<file path="config.mk">
export PLATFORM = sky130hd
export DESIGN_NAME = uart_tx_fifo_ctrl_flat
export DESIGN_NICKNAME = d
export VERILOG_FILES = /design/src/rtl/uart_tx_fifo_ctrl_if.sv /design/src/rtl/uart_tx_fifo_ctrl.sv /design/src/flat_wrapper.sv
export SDC_FILE = /design/constraint.sdc
export NUM_CORES = 1
export LEC_CHECK = 0
export CELL_PAD_IN_SITES_DETAIL_PLACEMENT = 1
export CELL_PAD_IN_SITES_GLOBAL_PLACEMENT = 1
export CORE_UTILIZATION = 43
export CTS_BUF_LIST = sky130_fd_sc_hd__clkbuf_8
export DETAILED_ROUTE_END_ITERATION = 6
export GPL_TIMING_DRIVEN = 0
export HOLD_SLACK_MARGIN = 0.08
export PLACE_DENSITY = 0.7
export SYNTH_ARGS = -nofsm -noshare
export SYNTH_HDL_FRONTEND = slang
export SYNTH_SLANG_ARGS = --single-unit
</file>
<file path="constraint.sdc">
create_clock -name i_clk -period 3.5 [get_ports i_clk]
set_input_delay 0.7 -clock i_clk [delete_from_list [all_inputs] [get_ports i_clk]]
set_output_delay 0.7 -clock i_clk [all_outputs]
set_load 0.02 [all_outputs]
</file>
<file path="src/rtl/uart_tx_fifo_ctrl_if.sv">
// Byte-feeder bundle between the upstream writer, the TX FIFO controller and the
// UART byte transmitter.
interface uart_tx_fifo_ctrl_if #(
  parameter int AW = 4
);
  logic          wr_en;
  logic [7:0]    wr_data;
  logic          tx_done;
  logic [7:0]    data;
  logic          send_go;
  logic          full;
  logic          empty;
  logic [AW:0]   count;
  logic          busy;
  logic          overflow;

  modport master (
    output wr_en, wr_data, tx_done,
    input  data, send_go, full, empty, count, busy, overflow
  );

  modport slave (
    input  wr_en, wr_data, tx_done,
    output data, send_go, full, empty, count, busy, overflow
  );
endinterface

</file>
<file path="src/rtl/uart_tx_fifo_ctrl.sv">
// Byte FIFO in front of the UART transmitter: pops one byte per Send_Go pulse
// and holds off the next pop until the transmitter reports Tx_done.
module uart_tx_fifo_ctrl #(
  parameter int DEPTH = 16,
  parameter int AW    = 4
) (
  input  logic                 i_clk,
  input  logic                 i_rst,
  uart_tx_fifo_ctrl_if.slave   bus
);

  typedef enum logic {
    S_IDLE,
    S_WAIT
  } state_t;

  state_t        r_state;
  state_t        w_next_state;

  logic [7:0]    r_mem [DEPTH];
  logic [AW-1:0] r_wr_ptr;
  logic [AW-1:0] r_rd_ptr;
  logic [AW:0]   r_count;
  logic [7:0]    r_data;
  logic          r_send_go;
  logic          r_busy;
  logic          r_overflow;

  logic          w_full;
  logic          w_empty;
  logic          w_wr_accept;
  logic          w_pop;
  logic          w_done;

  // Full/Empty reflect the stored count before any pop in the same cycle.
  assign w_full      = (r_count == (AW+1)'(DEPTH));
  assign w_empty     = (r_count == '0);
  assign w_wr_accept = bus.wr_en && !w_full;

  always_ff @(posedge i_clk or posedge i_rst) begin
    if (i_rst) r_state <= S_IDLE;
    else       r_state <= w_next_state;
  end

  always_comb begin
    // NOTE: every output of this block gets a default first so no path can infer a latch.
    w_next_state = r_state;
    w_pop        = 1'b0;
    w_done       = 1'b0;
    case (r_state)
      S_IDLE: begin
        if (!w_empty) begin
          w_pop        = 1'b1;
          w_next_state = S_WAIT;
        end
      end
      S_WAIT: begin
        // A done pulse coinciding with our own Send_Go cannot belong to this byte.
        if (bus.tx_done && !r_send_go) begin
          w_done       = 1'b1;
          w_next_state = S_IDLE;
        end
      end
      default: w_next_state = S_IDLE;
    endcase
  end

  // NOTE: storage has no reset so it can map onto plain RAM; count/pointers define validity.
  always_ff @(posedge i_clk) begin
    if (w_wr_accept) r_mem[r_wr_ptr] <= bus.wr_data;
  end

  // NOTE: all state below is updated with non-blocking assignments so every register samples pre-edge values.
  always_ff @(posedge i_clk or posedge i_rst) begin
    if (i_rst) begin
      r_wr_ptr   <= '0;
      r_rd_ptr   <= '0;
      r_count    <= '0;
      r_data     <= 8'h00;
      r_send_go  <= 1'b0;
      r_busy     <= 1'b0;
      r_overflow <= 1'b0;
    end else begin
      r_send_go <= w_pop;
      if (w_wr_accept) r_wr_ptr <= r_wr_ptr + AW'(1);
      if (bus.wr_en && w_full) r_overflow <= 1'b1;
      if (w_pop) begin
        r_data   <= r_mem[r_rd_ptr];
        r_rd_ptr <= r_rd_ptr + AW'(1);
        r_busy   <= 1'b1;
      end else if (w_done) begin
        r_busy   <= 1'b0;
      end
      case ({w_wr_accept, w_pop})
        2'b10:   r_count <= r_count + (AW+1)'(1);
        2'b01:   r_count <= r_count - (AW+1)'(1);
        default: r_count <= r_count;
      endcase
    end
  end

  assign bus.data     = r_data;
  assign bus.send_go  = r_send_go;
  assign bus.full     = w_full;
  assign bus.empty    = w_empty;
  assign bus.count    = r_count;
  assign bus.busy     = r_busy;
  assign bus.overflow = r_overflow;

endmodule

</file>
<file path="src/flat_wrapper.sv">
// flat-port wrapper written by rule: the top's interface ports become plain ports
module uart_tx_fifo_ctrl_flat 
#(
  parameter int DEPTH = 16,
  parameter int AW    = 4
)
  (i_clk, i_rst, bus_wr_en, bus_wr_data, bus_tx_done, bus_data, bus_send_go, bus_full, bus_empty, bus_count, bus_busy, bus_overflow);
  uart_tx_fifo_ctrl_if #(.AW(AW)) bus_i ();
  input  logic i_clk;
  input  logic i_rst;
  input wire logic [$bits(bus_i.wr_en)-1:0] bus_wr_en;
  input wire logic [$bits(bus_i.wr_data)-1:0] bus_wr_data;
  input wire logic [$bits(bus_i.tx_done)-1:0] bus_tx_done;
  output wire logic [$bits(bus_i.data)-1:0] bus_data;
  output wire logic [$bits(bus_i.send_go)-1:0] bus_send_go;
  output wire logic [$bits(bus_i.full)-1:0] bus_full;
  output wire logic [$bits(bus_i.empty)-1:0] bus_empty;
  output wire logic [$bits(bus_i.count)-1:0] bus_count;
  output wire logic [$bits(bus_i.busy)-1:0] bus_busy;
  output wire logic [$bits(bus_i.overflow)-1:0] bus_overflow;
  assign bus_i.wr_en = bus_wr_en;
  assign bus_i.wr_data = bus_wr_data;
  assign bus_i.tx_done = bus_tx_done;
  assign bus_data = bus_i.data;
  assign bus_send_go = bus_i.send_go;
  assign bus_full = bus_i.full;
  assign bus_empty = bus_i.empty;
  assign bus_count = bus_i.count;
  assign bus_busy = bus_i.busy;
  assign bus_overflow = bus_i.overflow;
  uart_tx_fifo_ctrl #(.DEPTH(DEPTH), .AW(AW)) u_core (.i_clk(i_clk), .i_rst(i_rst), .bus(bus_i));
endmodule
</file>
# Word level (Yosys, flattened, before mapping)

Memory sizes are Yosys's and may differ from the RTL's. A register that Yosys moved wholly into a read port is not among the register bits.
Cells that the tools add are included.

Output and inout bits: 18
Memories kept: 1
Logic and storage cells: 35
Bits in registers: 17
RAM bits: 128
Bits of input ports: 12

Memory list:

| memory       | depth | width | read ports | clocked after memory_dff | write ports | RTL line                | source |
|---|---|---|---|---|---|---|---|
| u_core.r_mem | 16    | 8     | 1          | 1                        | 1           | uart_tx_fifo_ctrl.sv:20 | `logic [7:0] r_mem [DEPTH];` |

Add/sub/neg operators: 4
Mux-type cells: 11
Reductions and logical operators: 8
Bitwise operators: 1
Equality and inequality tests: 3

Operators with widths:

| kind                                                               | number |
|---|---|
| 5-bit case mux with 2 select lines                                 | 1 |
| 1-bit 2-to-1 mux                                                   | 9 |
| 4-bit by 1-bit adder with 4-bit output, second input constant      | 2 |
| 5-bit by 1-bit adder with 5-bit output, second input constant      | 1 |
| 5-bit == test, second input constant                               | 1 |
| 5-bit zero test                                                    | 1 |
| 5-bit by 1-bit subtractor with 5-bit output, second input constant | 1 |
| 2-bit nonzero test                                                 | 2 |
| 1-bit logical AND                                                  | 3 |
| 2-bit by 1-bit == test with 1-bit output, second input constant    | 1 |
| 2-bit == test, second input constant                               | 1 |
| 1-bit zero test                                                    | 2 |
| 1-bit case mux with 2 select lines                                 | 1 |
| 1-bit inverter                                                     | 1 |

# Logic depth before layout (Yosys ltp)

Gate-level depths: netlist of run 1.

Depth after elaboration: 6
Mapped depth: 12
Gate-level depth less buffers: 10

# Least setup slack after synthesis of run 1

No wires, ideal clock.

Path kind: register to register
Start: register u_core.r_count[1], in the netlist u_core.bus.count[1]
End: register u_core.r_count[4], in the netlist u_core.bus.count[4]
Library setup time: 0.123 ns
Period minus slack after synthesis: 2.630 ns
Required time: 3.377 ns
Arrival time: 2.508 ns
Slack: 0.870 ns
Path buffers: 3
Cell stages (with the launch flop): 13
Path through: dfrtp_1 buf_2 nor4_2 a21oi_1 buf_2 ha_1 clkbuf_1 xor2_1 ha_1 and3b_1 o21ai_0 a31oi_1 xnor2_1

Word-level cells in the longest chain between the ends: 5
Elaborated cells on any way between the ends: 12
Those cells by class: 2 x add/sub; 3 x eq/ne; 3 x mux; 4 x reduce/logical

Ends and longest elaborated chain:

| what                                                                      | RTL line                | source |
|---|---|---|
| from (decl)                                                               | uart_tx_fifo_ctrl.sv:23 | `logic [AW:0] r_count;` |
| from (signal assigned)                                                    | uart_tx_fifo_ctrl.sv:95 | `2'b10: r_count <= r_count + (AW+1)'(1);` |
| from (signal assigned)                                                    | uart_tx_fifo_ctrl.sv:96 | `2'b01: r_count <= r_count - (AW+1)'(1);` |
| from (signal assigned)                                                    | uart_tx_fifo_ctrl.sv:97 | `default: r_count <= r_count;` |
| 5-bit zero test *                                                         | uart_tx_fifo_ctrl.sv:37 | `assign w_empty = (r_count == '0);` |
| 1-bit 2-to-1 mux *                                                        | uart_tx_fifo_ctrl.sv:52 | `if (!w_empty) begin` |
| 1-bit 2-to-1 mux *                                                        | uart_tx_fifo_ctrl.sv:50 | `case (r_state)` |
| via u_core.w_pop                                                          | uart_tx_fifo_ctrl.sv:32 | `logic w_pop;` |
| 2-bit by 1-bit == test with 1-bit output or 2-bit == test (tied branches) | uart_tx_fifo_ctrl.sv:94 | `case ({w_wr_accept, w_pop})` |
| 5-bit case mux with 2 select lines or 2-bit nonzero test (tied branches)  | --                      |  |

The timed path passes the listed nets; every way through them passes the cells marked *.
A chain may end at the register's enable or synchronous reset.

# Worst setup path after layout of run 1

Start: register u_core.r_count[1], in the netlist u_core.bus.count[1]
End: output port bus_empty

Word-level cells in the longest chain between the ends: 1

Ends and longest elaborated chain:

| what            | RTL line                | source |
|---|---|---|
| 5-bit zero test | uart_tx_fifo_ctrl.sv:37 |  |
| to (decl)       | flat_wrapper.sv:17      | `output wire logic [$bits(bus_i.empty)-1:0] bus_empty;` |

Every way passes these cells.

==> impl_metrics.json, run 1 <==
{
  "routed_wl_um": 12890,
  "min_to": "u_core.bus.overflow$_DFFE_PP0P_",
  "grt.overflow.total": 0,
  "fin_area_mm2": 0.007147,
  "drive_gt1_share_pct": 21.09,
  "ys_seq_elements": 153,
  "powerDensity_mw_per_mm2": 823.3,
  "setup_violations": 0,
  "cts_num_sinks": 153,
  "drc": 0,
  "hold_viol_final": 0,
  "postCtsHoldBufs": 0,
  "fmax_mhz": 317.5,
  "vias": 3104,
  "dp_hpwl_um": 8406,
  "crit_fanout": 8,
  "rows": 43,
  "relSlewSlack_pct": 28.13,
  "critPathLaunchType": "flop",
  "avgSynthCellArea_um2": 19.10,
  "cts_tree": "yes",
  "htreeDepth": 4,
  "post-route-period-util_pct": 90.00,
  "syn_area_mm2": 0.006168,
  "ant_nets": 0,
  "tns_ns": 0,
  "start_util_pct": 44.27,
  "fin_crit_ns": 3.150,
  "synth_warnings": 0,
  "core_mm2": 0.01393,
  "hold_start": "u_core.bus.overflow$_DFFE_PP0P_",
  "path_clk_slew_ns": 0.08,
  "power.static_leakage_nw": 2.433,
  "first_pass_iters": 4,
  "cts_resized": 0,
  "syn2layout_area_growth_pct": 15.86,
  "worstHoldPathCells": 1,
  "ir_drop_uv": 381.3,
  "grt_max_degree": 26,
  "r2r_start": "u_core.bus.count[1]$_DFFE_PP0P_",
  "cts_max_path_buffers": 2,
  "cts_setup_buffers": 0,
  "crit_chain": "buf_2, or4_4, nor2_1, clkdlybuf4s50_1",
  "wl_per_cell_um": 22.85,
  "diodes": 0,
  "worstPathArrival_ns": 2.45,
  "critPathMaxStageDelay_ns": 0.65,
  "final_cells": 564,
  "syn-instance-count": 323,
  "die_x_um": 121.8,
  "gp_congestion": 0.7751,
  "critPathKind": "flop to output port",
  "via_per_inst": 5.504,
  "dp_cells": 532,
  "insertion_delay_ns": 0.46,
  "crit_required_ns": 2.80,
  "reg2reg_to": "u_core.bus.count[4]$_DFFE_PP0P_",
  "portBuffers": 29,
  "fill_cells": 1280,
  "cts_buffers": 17,
  "ys_seq_area_share_pct": 72.45,
  "die_y_um": 121.8,
  "drt_iter0_drc": 172,
  "rsz0062_at_grt": "false",
  "yosysUniqueCellTypes": 39,
  "num-nets-final": 391,
  "whs_ns": 0.4686,
  "cts_root_buffer": "clkbuf_8",
  "grt_pass1_vias": 3281,
  "slowest_stage": "clkdlybuf4s50_1",
  "dieArea_mm2": 0.01483,
  "track_usage_pct": 19.18,
  "grt_pass1_wl_um": 19630,
  "r2r_slack_ns": 0.60,
  "finalClockSkew_ns": 0.01167,
  "reg2reg_depth": 12,
  "tightest_slew_ns": 1.074,
  "cap_violations": 0,
  "io_pins": 30,
  "synth_nets": 343,
  "slew_viol_final": 0,
  "dpl_cell_area_mm2": 0.006704,
  "endpoint_kind": "output port",
  "hold_class": "flop to flop",
  "status": "complete, no violations",
  "antenna_found_initial": 0
}
==> through the flow <==
step	total power [W]	setup WS, ns	util [%]
2_1_floorplan	0.003778	0.8695	-
3_3_place_gp	0.004380	-0.05198	47.97
3_5_place_dp	0.004460	0.3139	48.11
4_1_cts	0.005957	0.2916	51.29
5_1_grt	0.006176	0.2552	51.29
6_report	0.005884	0.3499	51.29
==> layout make-up <==
class | instances | area, um2 | area share [%]
buffer | 18 | 110.1 | 1.541
multi-input combinational | 144 | 1579 | 22.09
clock buffer | 18 | 247.7 | 3.466
timing repair buffer | 29 | 290.3 | 4.062
sequential | 153 | 4469 | 62.54
inverter | 8 | 30.03 | 0.4202
tap | 180 | 225.2 | 3.151
clock inverter | 14 | 195.2 | 2.731
==> worst max-delay path: cells and delay by family, from the launching register on <==
kind / cells / cell delay, ns
simple gates: 2 / 0.78
flops: 1 / 0.39
buf+inv: 2 / 0.83
==> synthesized netlist by cell type <==
master | count | area, um2
edfxtp_1 | 128 | 3844
dfrtp_1 | 25 | 625.6
mux4_2 | 20 | 450.4
o22ai_1 | 17 | 106.4
nor2_1 | 15 | 56.30
a21oi_1 | 12 | 60.06
mux4_1 | 12 | 315.3
mux2_2 | 9 | 101.4
ha_1 | 8 | 100.1
nand2_1 | 7 | 26.28
xnor2_1 | 7 | 61.31
buf_2 | 6 | 30.03
inv_1 | 6 | 22.52
nor3_1 | 5 | 25.02
xor2_1 | 5 | 43.79
buf_1 | 4 | 15.01
clkbuf_1 | 4 | 15.01
nand2b_1 | 3 | 18.77
o21ai_0 | 3 | 15.01
a21o_1 | 2 | 15.01
a22oi_1 | 2 | 15.01
buf_6 | 2 | 22.52
inv_2 | 2 | 7.510
nand4_1 | 2 | 12.51
nor2b_1 | 2 | 12.51
or2_2 | 2 | 12.51
a21boi_2 | 1 | 11.26
a31oi_1 | 1 | 6.260
and3b_1 | 1 | 8.760
buf_12 | 1 | 20.02
buf_4 | 1 | 7.510
mux2_1 | 1 | 11.26
nand3b_1 | 1 | 7.510
nor4_2 | 1 | 12.51
nor4b_1 | 1 | 8.760
o211ai_4 | 1 | 21.27
o21ai_1 | 1 | 5.000
o31ai_1 | 1 | 7.510
or4_4 | 1 | 11.26
==> worst max-delay path by stage <==
stage / end / cells after the start / startpoint / slack, ns
final: bus_empty / 4 / u_core.bus.count[1]$_DFFE_PP0P_ / 0.35
after global routing: bus_empty / 4 / u_core.bus.count[1]$_DFFE_PP0P_ / 0.26
after CTS: bus_empty / 4 / u_core.bus.count[1]$_DFFE_PP0P_ / 0.29
after detailed placement: u_core.bus.count[4]$_DFFE_PP0P_ / 11 / bus_wr_en / 0.31
after global placement: u_core.r_mem[3][1]$_DFFE_PP_ / 4 / bus_wr_en / -0.05
after floorplan: u_core.bus.count[4]$_DFFE_PP0P_ / 12 / u_core.bus.count[1]$_DFFE_PP0P_ / 0.87
==> layout by cell type (no fill, tap or decap), types with 2 or more instances in the layout <==
master and instances:
clkbuf_8 18, inv_6 2, buf_2 6, xor2_1 5
edfxtp_1 128, inv_1 7, buf_1 4, nor3_2 4
buf_6 2, nor2_1 15, ha_1 8, or2_2 2
nand2_1 7, a21o_1 2, o22ai_1 17, clkbuf_1 4
nand4_1 2, a22oi_1 2, clkinv_2 2, mux2_2 9
a21oi_1 12, inv_8 2, mux4_2 20, nand2b_1 3
clkdlybuf4s50_1 29, dfrtp_1 25, inv_2 2, o21ai_0 3
bufinv_16 4, xnor2_1 7, mux4_1 12, clkinv_4 2
nor2b_1 2
==> per-layer routing <==
| layer | wire length [um] | part of all wire (%) | vias up | GRT usage [%] |
|---|---|---|---|---|
| met2 | 6632 | 51 | 70 | 31.53 |
| met1 | 5618 | 44 | 1626 | 24.36 |
| met3 | 422 | 3.3 | 15 | 4.728 |
| li1 | - | - | 1393 | - |
| met5 | 0 | 0 | - | 0 |
| met4 | 215 | 1.7 | 0 | 7.793 |
==> cells by family after synthesis <==
kind of cell             synth area share [%]
flip-flops                              72.45
XOR/XNOR                                1.704
multiplexers                            14.24
AO/OA/AOI/OAI                           4.259
AND/OR/NAND/NOR                         3.448
buffers and inverters                   2.272
adder cells (fa/ha/maj)                 1.623
==> state kept, by name, summed over array words and instances, names as in the netlist <==
| signal | count |
|---|---|
| u_core.bus.overflow | 1 |
| u_core.bus.send_go | 1 |
| u_core.bus.busy | 1 |
| u_core.r_state | 1 |
| u_core.r_mem | 128 |
| u_core.bus.count | 5 |
| u_core.r_wr_ptr | 4 |
| u_core.bus.data | 8 |
| u_core.r_rd_ptr | 4 |
==> power breakdown <==
group	total, W	switching, W	internal, W
clock	0.00149	0.000684	0.000804
sequential	0.00243	0.000155	0.00227
combinational	0.00197	0.00106	0.000910
total	0.00588	0.00190	0.00399
No activity file was read; power rests on OpenSTA's default activity.
==> inputs of run 2 (changes only) <==
Settings changed: MAX_ROUTING_LAYER set to met4.
==> impl_metrics.json, run 2 (synthesis gave the netlist of run 1 again) <==
{
  "crit_required_ns": 2.80,
  "whs_ns": 0.4679,
  "powerDensity_mw_per_mm2": 822.9,
  "io_pins": 30,
  "finalClockSkew_ns": 0.01075,
  "cp.depth": 4,
  "ant_nets": 0,
  "diodes": 0,
  "crit_path_end": "bus_empty",
  "start_util_pct": 44.27,
  "dp_cells": 532,
  "post-route-period-util_pct": 89.90,
  "p_total_w": 0.005881,
  "antenna_found_initial": 0,
  "final_cell_mix": "edfxtp_1, clkdlybuf4s50_1, dfrtp_1",
  "portBuffers": 29,
  "cap_violations": 0,
  "vias": 3088,
  "fin_crit_ns": 3.147,
  "cts_setup_buffers": 0,
  "crit_buf_inv": 2,
  "critPathMaxStageDelay_ns": 0.65,
  "die_y_um": 121.8,
  "power.static_leakage_nw": 2.433,
  "dpl_cell_area_mm2": 0.006704,
  "cts_tree": "yes",
  "drive_gt1_share_pct": 21.09,
  "syn2layout_area_growth_pct": 15.86,
  "crit_fanout": 8,
  "r2r_start": "u_core.bus.count[1]$_DFFE_PP0P_",
  "fill_cells": 1280,
  "ir_drop_uv": 379.0,
  "cts_buffers": 17,
  "hold_class": "flop to flop",
  "multi_input_area_mm2": 0.001579,
  "routed_wl_um": 12840,
  "final_cells": 564,
  "first_pass_iters": 4,
  "reg2reg_depth": 12,
  "grt_max_degree": 26,
  "seq_area_mm2": 0.004469,
  "grt.overflow.total": 0,
  "relSlewSlack_pct": 29.73,
  "r2r_slack_ns": 0.60,
  "cts_num_sinks": 153,
  "drc": 0,
  "wl_per_cell_um": 22.77,
  "crit_start": "u_core.bus.count[1]$_DFFE_PP0P_",
  "via_per_inst": 5.475,
  "path_clk_slew_ns": 0.08,
  "largest_register": "u_core.r_mem",
  "critPathKind": "flop to output port",
  "drt_iter0_drc": 189,
  "slew_viol_final": 0,
  "worstPathArrival_ns": 2.45,
  "endpoint_kind": "output port",
  "postCtsHoldBufs": 0,
  "track_usage_pct": 19.79,
  "largest_reg_flops": 128,
  "layout_commonest_cell": "edfxtp_1",
  "tightest_slew_ns": 1.050,
  "cts_max_path_buffers": 2,
  "path_delay_family": "buffers and inverters",
  "num-nets-final": 391,
  "cts_root_buffer": "clkbuf_8",
  "rows": 43,
  "fmax_mhz": 317.8,
  "insertion_delay_ns": 0.46,
  "dp_hpwl_um": 8406,
  "status": "complete, no violations",
  "grt_pass1_vias": 3274,
  "critPathLaunchType": "flop",
  "cts_resized": 0,
  "grt_pass1_wl_um": 19650,
  "reg2reg_to": "u_core.bus.count[4]$_DFFE_PP0P_",
  "gp_congestion": 0.7856,
  "core_mm2": 0.01393,
  "rsz0062_at_grt": "false",
  "die_x_um": 121.8,
  "slowest_stage": "clkdlybuf4s50_1",
  "htreeDepth": 4,
  "setup_violations": 0,
  "crit_chain": "buf_2, or4_4, nor2_1, clkdlybuf4s50_1",
  "dieArea_mm2": 0.01483,
  "hold_viol_final": 0,
  "fin_area_mm2": 0.007147,
  "tns_ns": 0
}
==> run 2: worst register-to-register path, cell delays in order, from the launching register on <==
cell and delay [ns]:
dfrtp_1 0.39, buf_2 0.18, nor4_2 0.37, a21oi_1 0.16
buf_2 0.25, ha_1 0.23, clkbuf_1 0.21, xor2_1 0.19
ha_1 0.23, and3b_1 0.17, o21ai_0 0.16, a31oi_1 0.12
xnor2_1 0.13
==> run 2: final cells by class <==
class / instances / area share (%)
Sequential cell: 153 / 62.54
Buffer: 18 / 1.541
Multi-Input combinational cell: 144 / 22.09
Tap cell: 180 / 3.151
Inverter: 8 / 0.4202
Timing Repair Buffer: 29 / 4.062
Clock buffer: 18 / 3.466
Clock inverter: 14 / 2.731
==> run 2: worst min-delay path by stage <==
stage / start / cells after the start / end
finish: u_core.bus.overflow$_DFFE_PP0P_ / 1 / u_core.bus.overflow$_DFFE_PP0P_
global route: u_core.bus.overflow$_DFFE_PP0P_ / 1 / u_core.bus.overflow$_DFFE_PP0P_
CTS: u_core.bus.overflow$_DFFE_PP0P_ / 1 / u_core.bus.overflow$_DFFE_PP0P_
detailed placement: u_core.bus.overflow$_DFFE_PP0P_ / 1 / u_core.bus.overflow$_DFFE_PP0P_
global placement: u_core.bus.overflow$_DFFE_PP0P_ / 1 / u_core.bus.overflow$_DFFE_PP0P_
floorplan: u_core.r_state$_DFF_PP0_ / 1 / u_core.bus.busy$_DFFE_PP0P_
==> run 2: report_power, final <==
part | switching [W] | total, W | internal, W
combinational | 0.00106 | 0.00197 | 0.000911
sequential | 0.000154 | 0.00243 | 0.00227
clock | 0.000680 | 0.00148 | 0.000804
total | 0.00189 | 0.00588 | 0.00399
==> run 2: metrics by stage <==
stage | setup slack (ns) | utilization (%)
detailed placement | 0.3139 | 48.11
finish | 0.3533 | 51.29
floorplan | 0.8695 | -
CTS | 0.2916 | 51.29
global route | 0.2552 | 51.29
global placement | -0.05198 | 47.97
==> run 2: per-layer routing <==
metal | share of wire [%] | GRT usage, % | wire length [um]
met3 | 3.9 | 4.728 | 495
met2 | 51 | 31.53 | 6559
met5 | 0 | - | 0
met1 | 43 | 24.42 | 5580
met4 | 1.6 | 7.793 | 208
==> inputs of run 3 (changes only) <==
Settings changed: CTS_CLUSTER_DIAMETER set to 50.
==> results of run 3 <==
Final layout, timing and power as in run 2 (identical DEF).
